[src/rtl/id_ex_stage_pkg.sv]
// Shared widths, encodings and stage-register layouts for the b-risc ID/EX stages.
package id_ex_stage_pkg;

    localparam int ADDR_W     = 32;
    localparam int INSTR_W    = 32;
    localparam int WORD_W     = 32;
    localparam int REG_IDX_W  = 5;
    localparam int ALU_OP_W   = 4;
    localparam int MEM_OP_W   = 5;
    localparam int DEST_SRC_W = 2;
    localparam int NUM_REGS   = 32;

    typedef enum logic [ALU_OP_W-1:0] {
        ALU_ADD  = 4'd0,
        ALU_SUB  = 4'd1,
        ALU_SLL  = 4'd2,
        ALU_SLT  = 4'd3,
        ALU_SLTU = 4'd4,
        ALU_XOR  = 4'd5,
        ALU_SRL  = 4'd6,
        ALU_SRA  = 4'd7,
        ALU_OR   = 4'd8,
        ALU_AND  = 4'd9
    } alu_op_t;

    typedef enum logic [DEST_SRC_W-1:0] {
        DEST_NONE = 2'd0,
        DEST_ALU  = 2'd1,
        DEST_MEM  = 2'd2
    } dest_src_t;

    // Upper two bits of the memory-op field; the low three carry funct3.
    localparam logic [1:0] MEM_KIND_NONE  = 2'b00;
    localparam logic [1:0] MEM_KIND_LOAD  = 2'b01;
    localparam logic [1:0] MEM_KIND_STORE = 2'b10;

    localparam logic [6:0] OPC_OP     = 7'b0110011;
    localparam logic [6:0] OPC_OP_IMM = 7'b0010011;
    localparam logic [6:0] OPC_LUI    = 7'b0110111;
    localparam logic [6:0] OPC_AUIPC  = 7'b0010111;
    localparam logic [6:0] OPC_LOAD   = 7'b0000011;
    localparam logic [6:0] OPC_STORE  = 7'b0100011;

    localparam logic [2:0] F3_ADD_SUB = 3'b000;
    localparam logic [2:0] F3_SLL     = 3'b001;
    localparam logic [2:0] F3_SLT     = 3'b010;
    localparam logic [2:0] F3_SLTU    = 3'b011;
    localparam logic [2:0] F3_XOR     = 3'b100;
    localparam logic [2:0] F3_SRL_SRA = 3'b101;
    localparam logic [2:0] F3_OR      = 3'b110;
    localparam logic [2:0] F3_AND     = 3'b111;

    typedef struct packed {
        logic [ADDR_W-1:0]    pc;
        logic [INSTR_W-1:0]   instr;
        alu_op_t              alu_op;
        logic [WORD_W-1:0]    a;
        logic [WORD_W-1:0]    b;
        logic [MEM_OP_W-1:0]  mem_op;
        logic [WORD_W-1:0]    store_data;
        dest_src_t            dest_src;
        logic [REG_IDX_W-1:0] dest_reg;
    } id_reg_t;

    typedef struct packed {
        logic [ADDR_W-1:0]    pc;
        logic [INSTR_W-1:0]   instr;
        logic [MEM_OP_W-1:0]  mem_op;
        logic [WORD_W-1:0]    store_data;
        dest_src_t            dest_src;
        logic [REG_IDX_W-1:0] dest_reg;
        logic [WORD_W-1:0]    alu_eval;
    } ex_reg_t;

    // alt is funct7[5]; callers mask it off where it must not select SUB.
    function automatic alu_op_t alu_op_of(input logic [2:0] funct3, input logic alt);
        alu_op_t op;
        case (funct3)
            F3_ADD_SUB: op = alt ? ALU_SUB : ALU_ADD;
            F3_SLL:     op = ALU_SLL;
            F3_SLT:     op = ALU_SLT;
            F3_SLTU:    op = ALU_SLTU;
            F3_XOR:     op = ALU_XOR;
            F3_SRL_SRA: op = alt ? ALU_SRA : ALU_SRL;
            F3_OR:      op = ALU_OR;
            default:    op = ALU_AND;
        endcase
        return op;
    endfunction

endpackage

[src/rtl/id_ex_stage_alu.sv]
// Combinational RV32I integer ALU; shift amounts come from b[4:0].
module id_ex_stage_alu
    import id_ex_stage_pkg::*;
(
    input  alu_op_t           op,
    input  logic [WORD_W-1:0] a,
    input  logic [WORD_W-1:0] b,
    output logic [WORD_W-1:0] y
);

    logic [4:0] shamt;
    assign shamt = b[4:0];

    always_comb begin
        y = '0;
        case (op)
            ALU_ADD:  y = a + b;
            ALU_SUB:  y = a - b;
            ALU_SLL:  y = a << shamt;
            ALU_SLT:  y = {{(WORD_W-1){1'b0}}, ($signed(a) < $signed(b))};
            ALU_SLTU: y = {{(WORD_W-1){1'b0}}, (a < b)};
            ALU_XOR:  y = a ^ b;
            ALU_SRL:  y = a >> shamt;
            ALU_SRA:  y = $signed(a) >>> shamt;
            ALU_OR:   y = a | b;
            ALU_AND:  y = a & b;
            default:  y = '0;
        endcase
    end

endmodule

[src/rtl/id_ex_stage_reg_file.sv]
// 32-entry, two-read one-write register file with x0 hardwired to zero and
// write-through bypass so a same-cycle writeback is visible to decode.
module id_ex_stage_reg_file
    import id_ex_stage_pkg::*;
(
    input  logic                 clk,
    input  logic                 rst,
    input  logic [REG_IDX_W-1:0] rs1_idx,
    input  logic [REG_IDX_W-1:0] rs2_idx,
    output logic [WORD_W-1:0]    rs1_data,
    output logic [WORD_W-1:0]    rs2_data,
    input  logic                 wr_en,
    input  logic [REG_IDX_W-1:0] wr_idx,
    input  logic [WORD_W-1:0]    wr_data
);

    logic [WORD_W-1:0] regs [NUM_REGS];

    // Whole-array asynchronous clear rules out block RAM; this is a flop array.
    always_ff @(posedge clk or posedge rst) begin
        if (rst) begin
            for (int i = 0; i < NUM_REGS; i++) begin
                regs[i] <= '0;
            end
        end else if (wr_en && (wr_idx != '0)) begin
            regs[wr_idx] <= wr_data;
        end
    end

    function automatic logic [WORD_W-1:0] read_port(input logic [REG_IDX_W-1:0] idx);
        logic [WORD_W-1:0] val;
        if (idx == '0)
            val = '0;
        else if (wr_en && (wr_idx == idx))
            val = wr_data;
        else
            val = regs[idx];
        return val;
    endfunction

    assign rs1_data = read_port(rs1_idx);
    assign rs2_data = read_port(rs2_idx);

endmodule

[src/rtl/id_ex_stage.sv]
// Decode + execute stages: decoder and register-file read feed the ID register,
// the ALU feeds the EX register that drives the memory stage.
module id_ex_stage
    import id_ex_stage_pkg::*;
(
    input  logic                  clk,
    input  logic                  rf_reset,
    input  logic                  id_clr,
    input  logic                  id_stall,
    input  logic                  ex_clr,
    input  logic                  ex_stall,
    input  logic [ADDR_W-1:0]     i_pc,
    input  logic [INSTR_W-1:0]    i_instr,
    input  logic                  i_wb_dest_en,
    input  logic [REG_IDX_W-1:0]  i_wb_dest_reg,
    input  logic [WORD_W-1:0]     i_wb_dest_data,
    output logic [ADDR_W-1:0]     o_pc,
    output logic [INSTR_W-1:0]    o_instr,
    output logic [MEM_OP_W-1:0]   o_mem_op,
    output logic [WORD_W-1:0]     o_store_data,
    output logic [DEST_SRC_W-1:0] o_dest_src,
    output logic [REG_IDX_W-1:0]  o_dest_reg,
    output logic [WORD_W-1:0]     o_alu_eval
);

    id_reg_t id_reg, id_next;
    ex_reg_t ex_reg, ex_next;

    logic [6:0]           opcode;
    logic [2:0]           funct3;
    logic [REG_IDX_W-1:0] rd, rs1, rs2;
    logic [WORD_W-1:0]    rs1_data, rs2_data;
    logic [WORD_W-1:0]    imm_i, imm_s, imm_u;
    logic [WORD_W-1:0]    alu_y;

    assign opcode = i_instr[6:0];
    assign rd     = i_instr[11:7];
    assign funct3 = i_instr[14:12];
    assign rs1    = i_instr[19:15];
    assign rs2    = i_instr[24:20];
    assign imm_i  = {{20{i_instr[31]}}, i_instr[31:20]};
    assign imm_s  = {{20{i_instr[31]}}, i_instr[31:25], i_instr[11:7]};
    assign imm_u  = {i_instr[31:12], 12'b0};

    id_ex_stage_reg_file u_reg_file (
        .clk      (clk),
        .rst      (rf_reset),
        .rs1_idx  (rs1),
        .rs2_idx  (rs2),
        .rs1_data (rs1_data),
        .rs2_data (rs2_data),
        .wr_en    (i_wb_dest_en),
        .wr_idx   (i_wb_dest_reg),
        .wr_data  (i_wb_dest_data)
    );

    // Unknown opcodes fall through the defaults: a bubble that still carries pc/instr.
    always_comb begin
        id_next          = '0;
        id_next.pc       = i_pc;
        id_next.instr    = i_instr;
        id_next.alu_op   = ALU_ADD;
        id_next.dest_src = DEST_NONE;
        case (opcode)
            OPC_OP: begin
                id_next.a        = rs1_data;
                id_next.b        = rs2_data;
                id_next.alu_op   = alu_op_of(funct3, i_instr[30]);
                id_next.dest_src = DEST_ALU;
                id_next.dest_reg = rd;
            end
            OPC_OP_IMM: begin
                id_next.a        = rs1_data;
                id_next.b        = imm_i;
                // ADDI has no subtract form; only SRAI uses funct7[5].
                id_next.alu_op   = alu_op_of(funct3, (funct3 == F3_SRL_SRA) && i_instr[30]);
                id_next.dest_src = DEST_ALU;
                id_next.dest_reg = rd;
            end
            OPC_LUI: begin
                id_next.b        = imm_u;
                id_next.dest_src = DEST_ALU;
                id_next.dest_reg = rd;
            end
            OPC_AUIPC: begin
                id_next.a        = i_pc;
                id_next.b        = imm_u;
                id_next.dest_src = DEST_ALU;
                id_next.dest_reg = rd;
            end
            OPC_LOAD: begin
                id_next.a        = rs1_data;
                id_next.b        = imm_i;
                id_next.mem_op   = {MEM_KIND_LOAD, funct3};
                id_next.dest_src = DEST_MEM;
                id_next.dest_reg = rd;
            end
            OPC_STORE: begin
                id_next.a          = rs1_data;
                id_next.b          = imm_s;
                id_next.mem_op     = {MEM_KIND_STORE, funct3};
                id_next.store_data = rs2_data;
            end
            default: ;
        endcase
        if (id_next.dest_reg == '0) begin
            id_next.dest_src = DEST_NONE;
        end
    end

    always_ff @(posedge clk or posedge rf_reset) begin
        if (rf_reset)
            id_reg <= '0;
        else if (id_clr)
            id_reg <= '0;
        else if (!id_stall)
            id_reg <= id_next;
    end

    id_ex_stage_alu u_alu (
        .op (id_reg.alu_op),
        .a  (id_reg.a),
        .b  (id_reg.b),
        .y  (alu_y)
    );

    always_comb begin
        ex_next            = '0;
        ex_next.pc         = id_reg.pc;
        ex_next.instr      = id_reg.instr;
        ex_next.mem_op     = id_reg.mem_op;
        ex_next.store_data = id_reg.store_data;
        ex_next.dest_src   = id_reg.dest_src;
        ex_next.dest_reg   = id_reg.dest_reg;
        ex_next.alu_eval   = alu_y;
    end

    always_ff @(posedge clk or posedge rf_reset) begin
        if (rf_reset)
            ex_reg <= '0;
        else if (ex_clr)
            ex_reg <= '0;
        else if (!ex_stall)
            ex_reg <= ex_next;
    end

    assign o_pc         = ex_reg.pc;
    assign o_instr      = ex_reg.instr;
    assign o_mem_op     = ex_reg.mem_op;
    assign o_store_data = ex_reg.store_data;
    assign o_dest_src   = ex_reg.dest_src;
    assign o_dest_reg   = ex_reg.dest_reg;
    assign o_alu_eval   = ex_reg.alu_eval;

endmodule

[config.mk]
export PLATFORM = sky130hd
export DESIGN_NAME = id_ex_stage
export DESIGN_NICKNAME = d
export VERILOG_FILES = /design/src/rtl/id_ex_stage_pkg.sv /design/src/rtl/id_ex_stage_alu.sv /design/src/rtl/id_ex_stage_reg_file.sv /design/src/rtl/id_ex_stage.sv
export SDC_FILE = /design/constraint.sdc
export NUM_CORES = 2
export LEC_CHECK = 0
export CAP_MARGIN = 10
export CORE_UTILIZATION = 45
export DETAILED_ROUTE_END_ITERATION = 8
export GPL_TIMING_DRIVEN = 1
export SETUP_SLACK_MARGIN = 0.2
export SYNTH_ARGS = -nofsm -noshare
export SYNTH_HDL_FRONTEND = slang
export SYNTH_SLANG_ARGS = --single-unit
[constraint.sdc]
create_clock -name clk -period 123.2 [get_ports clk]
set_input_delay 24.64 -clock clk [delete_from_list [all_inputs] [get_ports clk]]
set_output_delay 24.64 -clock clk [all_outputs]
set_load 0.03 [all_outputs]
Word level (Yosys, flattened, before mapping)
Cells that the tools add are included.
Cells by class
  add/sub/neg operators: 2
  $lt $le $gt $ge: 6
  equality and inequality tests: 25
  shift operators: 3
  muxes and demuxes: 31
  bitwise gates (word level): 6
  reduce and logical (&&, ||, !) cells: 15
Operators by type and width (count)
  1024-bit bitwise mux: 1
  176-bit 2-to-1 mux: 2
  32-bit binary-select mux with 5-bit select: 2
  32-bit 2-to-1 mux: 10
  32-bit one-hot mux with 10 select lines: 1
  140-bit 2-to-1 mux: 2
  32-bit demux with 5-bit select: 1
  32-bit one-hot mux with 4 select lines: 1
  32-bit < comparator: 2
  32-bit one-hot mux with 2 select lines: 1
  4-bit one-hot mux with 7 select lines: 2
  32-bit adder: 1
  32-bit AND: 1
  32-bit bitwise OR: 1
  32-bit by 5-bit left shift with 32-bit output: 1
  32-bit by 5-bit right shift with 32-bit output: 1
  32-bit by 5-bit >>> shifter with 32-bit output: 1
  32-bit subtractor: 1
  32-bit bitwise XOR: 1
  7-bit by 6-bit equality test with 1-bit output, second input constant: 3
  6-bit greater-or-equal comparator, second input constant: 3
  5-bit inverter with 6-bit output: 3
  4-bit by 3-bit equality test with 1-bit output, second input constant: 4
  5-bit logical NOT: 3
  other kinds (22): 39
Word-level totals
  bits in registers: 1340
  input port bits: 108
  output and inout bits: 140
  logic and storage cells: 136

Logic depth before layout (Yosys ltp)
  depth in word-level cells: 9
  gate-level depth with buffers: 15

Cells and area by module
From an unflattened synthesis, not the netlist that was laid out.
Unflattened totals
  cell total of the unflattened synthesis: 6068
  area total of the unflattened synthesis: 75827.7 µm²
By module, submodules not included
  id_ex_stage_reg_file: times used 1, cells each 3746, area each 54690.0 µm²
  id_ex_stage: times used 1, cells each 1091, area each 12941.2 µm²
  id_ex_stage_alu: times used 1, cells each 1231, area each 8196.6 µm²

Least setup slack after synthesis
No wires, ideal clock.
  path kind: input to register
  start: input port i_instr[15]
  end: register id_reg[91] in the netlist's numbering
  data arrival time: 26942 ps
  data required time: 123063 ps
  setup slack: 96121 ps
  stages: 9
  path through: buf_2 clkbuf_1 buf_1 mux4_2 mux4_2 mux2i_1 nor2_1 a21oi_1 o22ai_1
On the way
  word-level cells in the longest chain between the ends: 9
  elaborated cells on any way between the ends: 12
  classes of those cells: 1 x eq/ne; 8 x mux; 1 x bitwise; 2 x reduce/logical
Ends and longest elaborated chain
  from (decl): RTL line id_ex_stage.sv:13  | input logic [INSTR_W-1:0] i_instr,
  5-bit inverter with 6-bit output (implied by the code): RTL line id_ex_stage_reg_file.sv:37  | val = regs[idx];
  32-bit binary-select mux with 5-bit select: RTL line id_ex_stage_reg_file.sv:37
  32-bit 2-to-1 mux (implied by the code) (2 in series): RTL line id_ex_stage_reg_file.sv:37
  32-bit 2-to-1 mux: RTL line id_ex_stage_reg_file.sv:34  | else if (wr_en && (wr_idx == idx))
  32-bit 2-to-1 mux *: RTL line id_ex_stage_reg_file.sv:32  | if (idx == '0)
  32-bit one-hot mux with 2 select lines *: RTL line id_ex_stage.sv:64  | case (opcode)
  176-bit 2-to-1 mux *: RTL line id_ex_stage.sv:116  | else if (!id_stall)
  176-bit 2-to-1 mux *: RTL line id_ex_stage.sv:114  | else if (id_clr)
  to (signal assigned): RTL line id_ex_stage.sv:117  | id_reg <= id_next;
  to (decl): RTL line id_ex_stage.sv:26  | id_reg_t id_reg, id_next;
Every way passes the cells marked *; elsewhere a longest branch is shown, timed or not. The select of a mux whose other input is x is not followed.
A chain may end at the register's enable or synchronous reset.

Worst setup path in the final report
  start: input port i_instr[15]
  end: register id_reg[76] in the netlist's numbering
The elaborated chain is that of the path after synthesis.

==> impl_metrics.tcl <==
set metrics [dict create \
    max_slew.worst_pin.slew_ns 1.27 \
    vdd_ir_drop_max_uv 14.3 \
    cts_root_buffer "sky130_fd_sc_hd__clkbuf_16" \
    instance_count_after_placement_with_tap_cells_included 7692 \
    commonest_register_cell_after_synthesis "sky130_fd_sc_hd__dfrtp_1" \
    h-tree-depth 4 \
    drt-pass1-iter-count 7 \
    synth_edf_count 0 \
    routabilityCongestion 1.00 \
    power.sequential.fraction 0.442 \
    rrSetupSlack_ns 118.47 \
    worstRegToRegCells 12 \
    grt_first_pass_wirelength_um 380000 \
    post_synth_num_cell_types 85 \
    fin_crit_sh 0.231 \
    clock_skew_ns 0.0338 \
    io_pins 248 \
    number_of_flip_flops_in_the_largest_register 1024 \
    clk_latency_ns 0.81 \
    max_freq_ghz 0.0352 \
    whs_path_depth 0 \
    grt_setup_unrepaired "no" \
    power.leakage_nw 36.1 \
    min_period_ns 28.41 \
    grt_use_met2 0.469 \
    gr-usage-met1 0.427 \
    grt_antenna_before_repair 10 \
    crit_path_start_kind "primary input" \
    worst_hold_startpoint "u_reg_file.regs[1004]" \
    critical_path_peak_fanout 77 \
    mappedNetlistNets 5918 \
    area_growth_pct 12.6 \
    core_sq_um 166000 \
    postPlaceCellArea_sq_um 79800 \
    io_buf_count 247 \
    hold_crit_endpoint "u_reg_file.regs[1004]" \
    groute.layer.met3.usage 0.0704 \
    postSynthRegisterBits 1340 \
    maximum_number_of_pins_on_one_net_before_global_route_repair 179 \
    drv_cap 0 \
    cts-resized-gates 0 \
    reg2reg_to "o_alu_eval[31]" \
    clock_power_share 0.377 \
    cts_buffer_depth 3 \
    worst_slack_ns 94.79 \
    multi_input_comb_area_sq_um 39500 \
    swShare 0.265 \
    die_w_um 412 \
    final_antenna_net_count 0 \
    avgViaCountPerCell 6.60 \
    crit_arrival_ns 29.05 \
    critPathKind "primary input to flip-flop" \
    hold_violations 0 \
    drive_above_1_share 0.371 \
    remaining_drc_errors 0 \
    maxSlewViolCount 0 \
    postLayoutCellArea_sq_um 85000 \
    numCtsBuffers 147 \
    async_reset_ff_frac 1.00 \
    tritoncts "built" \
    detailedPlace.worstSlack_ns 94.01 \
    postSynthAreaPerCell_sq_um 13.2 \
    groute.usage.overall 0.308 \
    finalPower_mw 1.25 \
    synth-warning-count 0 \
    clock-sinks 1340 \
    first_iter_violations 5836 \
    seqCellArea_sq_um 33500 \
    worst_r2r_startpoint "id_reg[45]" \
    totalWireLength_um 260000 \
    p_int_mw 0.921 \
    setup-violations-final 0 \
    min_path_type "flip-flop to flip-flop" \
    clkSlewWorstSetupHoldPaths_ns 0.06 \
    place_hpwl_um 160000 \
    globalRouteOverflowTotal 0 \
    worstPathRequired_ns 123.84 \
    number_of_core_rows 149 \
    vias 52600 \
    chipHeight_um 412 \
    postCtsHoldBufs 0 \
    final.fill_count 14000 \
    gr-max-usage-layer "met2" \
    floorplan.die_area_sq_um 169000 \
    layoutNonFillerInstCount 7966 \
    synth_cell_area_sq_um 75500 \
    timing.critical_path.to_type "flip-flop" \
    syn-instance-count 5711 \
    part_of_the_power_in_combinational_logic 0.181 \
    route.detailed.wl_per_inst_um 32.7 \
    via_count_of_the_first_global_routing_pass 52300 \
    synth-seq-area-share 0.444 \
    initial_utilization 0.456 \
    max_slew_margin 0.153 \
    setup_tns_ns 0 \
    switchingPower_mw 0.333 \
    nNetsFinal 5860 \
    post_cts_buffers 0 \
    run_status "complete, no violations" \
    power_density_nw_per_um2 14.7 \
]
==> placed cells by master, fill, tap and decap left out, drive strengths merged, types with 151 or more instances in the layout <==
| cell | synthesis | routed |
|---|---|---|
| o21ai | 195 | 195 |
| dfrtp | 1340 | 1340 |
| a21oi | 192 | 192 |
| clkdlybuf4s50 | 0 | 234 |
| mux2 | 1004 | 1004 |
| mux2i | 299 | 299 |
| clkbuf | 398 | 215 |
| buf | 194 | 151 |
| nor2 | 417 | 417 |
| nand2 | 202 | 202 |
| mux4 | 661 | 661 |
==> layout make-up <==
cell class                 count  area share
clock inverter                55     0.00963
clock buffer                 215      0.0515
antenna                        3   0.0000883
sequential                  1340       0.395
inverter                     112     0.00509
tap                         2189      0.0322
timing repair buffer         385      0.0420
multi-input combinational   3667       0.465
==> worst max-delay path, cell delays in order <==
cell and delay (ns):
sky130_fd_sc_hd__buf_8 0.66, sky130_fd_sc_hd__buf_4 0.87, sky130_fd_sc_hd__buf_4 0.75, sky130_fd_sc_hd__xor2_1 0.15, sky130_fd_sc_hd__nor4_1 0.26, sky130_fd_sc_hd__and3_4 0.96, sky130_fd_sc_hd__nor2_1 0.11, sky130_fd_sc_hd__a21oi_1 0.33
sky130_fd_sc_hd__o21ai_0 0.12
==> metal layers <==
metal | vias to the layer above | wire (um)
met5 | - | 93
met4 | 12 | 10900
met3 | 526 | 21400
met2 | 2350 | 120000
met1 | 28100 | 108000
li1 | 21500 | -
==> kinds of logic after synthesis <==
logic type | after synthesis | share of synthesized area
compound gates | 781 | 0.0689
xor+xnor | 16 | 0.00186
fa+ha+maj | 99 | 0.0166
buf+inv | 704 | 0.0362
flops | 1340 | 0.444
mux | 1964 | 0.387
simple gates | 807 | 0.0457
==> Yosys cell counts (11+ instances only) <==
library cell / n / area share
sky130_fd_sc_hd__o22ai_1: 24 / 0.0020
sky130_fd_sc_hd__o21ai_0: 177 / 0.012
sky130_fd_sc_hd__inv_1: 104 / 0.0052
sky130_fd_sc_hd__o221ai_1: 11 / 0.0013
sky130_fd_sc_hd__mux2_2: 1004 / 0.15
sky130_fd_sc_hd__or3_1: 13 / 0.0011
sky130_fd_sc_hd__buf_1: 131 / 0.0065
sky130_fd_sc_hd__nand3_1: 29 / 0.0019
sky130_fd_sc_hd__nor2_1: 417 / 0.021
sky130_fd_sc_hd__o211ai_1: 23 / 0.0023
sky130_fd_sc_hd__dfrtp_1: 1340 / 0.44
sky130_fd_sc_hd__mux2i_1: 299 / 0.040
sky130_fd_sc_hd__ha_1: 97 / 0.016
sky130_fd_sc_hd__nand2_1: 202 / 0.010
sky130_fd_sc_hd__mux4_2: 661 / 0.20
sky130_fd_sc_hd__a21oi_1: 189 / 0.013
sky130_fd_sc_hd__nor4_1: 15 / 0.0012
sky130_fd_sc_hd__a21o_1: 16 / 0.0016
sky130_fd_sc_hd__a22o_1: 46 / 0.0053
sky130_fd_sc_hd__a221oi_1: 42 / 0.0049
sky130_fd_sc_hd__nor3_1: 43 / 0.0029
sky130_fd_sc_hd__a31oi_1: 15 / 0.0012
sky130_fd_sc_hd__a22oi_1: 49 / 0.0049
sky130_fd_sc_hd__nand4_1: 12 / 0.00099
sky130_fd_sc_hd__clkbuf_1: 398 / 0.020
sky130_fd_sc_hd__a211oi_1: 50 / 0.0050
sky130_fd_sc_hd__buf_2: 59 / 0.0039
sky130_fd_sc_hd__nand2b_1: 16 / 0.0013
sky130_fd_sc_hd__o21bai_1: 19 / 0.0019
sky130_fd_sc_hd__o21ai_1: 18 / 0.0012
==> worst max-delay path by stage <==
stage                 from            to  slack, ns  depth (start not counted)
2_1_floorplan     rf_reset  ex_next[100]      60.78                          1
3_3_place_gp   i_instr[15]    id_reg[78]      94.00                          9
3_5_place_dp   i_instr[15]    id_reg[76]      94.01                          9
4_1_cts        i_instr[15]    id_reg[76]      94.81                          9
5_1_grt        i_instr[15]    id_reg[76]      94.45                          9
6_report       i_instr[15]    id_reg[76]      94.79                          9
==> power groups by stage <==
stage | combinational (mW) | clock [mW] | sequential (mW)
after CTS | 0.227 | 0.480 | 0.551
after global routing | 0.242 | 0.498 | 0.562
after detailed placement | 0.227 | 0 | 0.559
after global placement | 0.222 | 0 | 0.556
final | 0.227 | 0.473 | 0.554
after floorplan | 0.175 | 0 | 0.547
==> through the flow <==
step	hold slack (ns)	utilization
3_3_place_gp	0.376	0.482
3_5_place_dp	0.383	0.482
6_report	0.392	0.513
2_1_floorplan	0.441	-
4_1_cts	0.396	0.513
5_1_grt	0.407	0.513
Note: power is estimated with default switching activity, not from simulation.
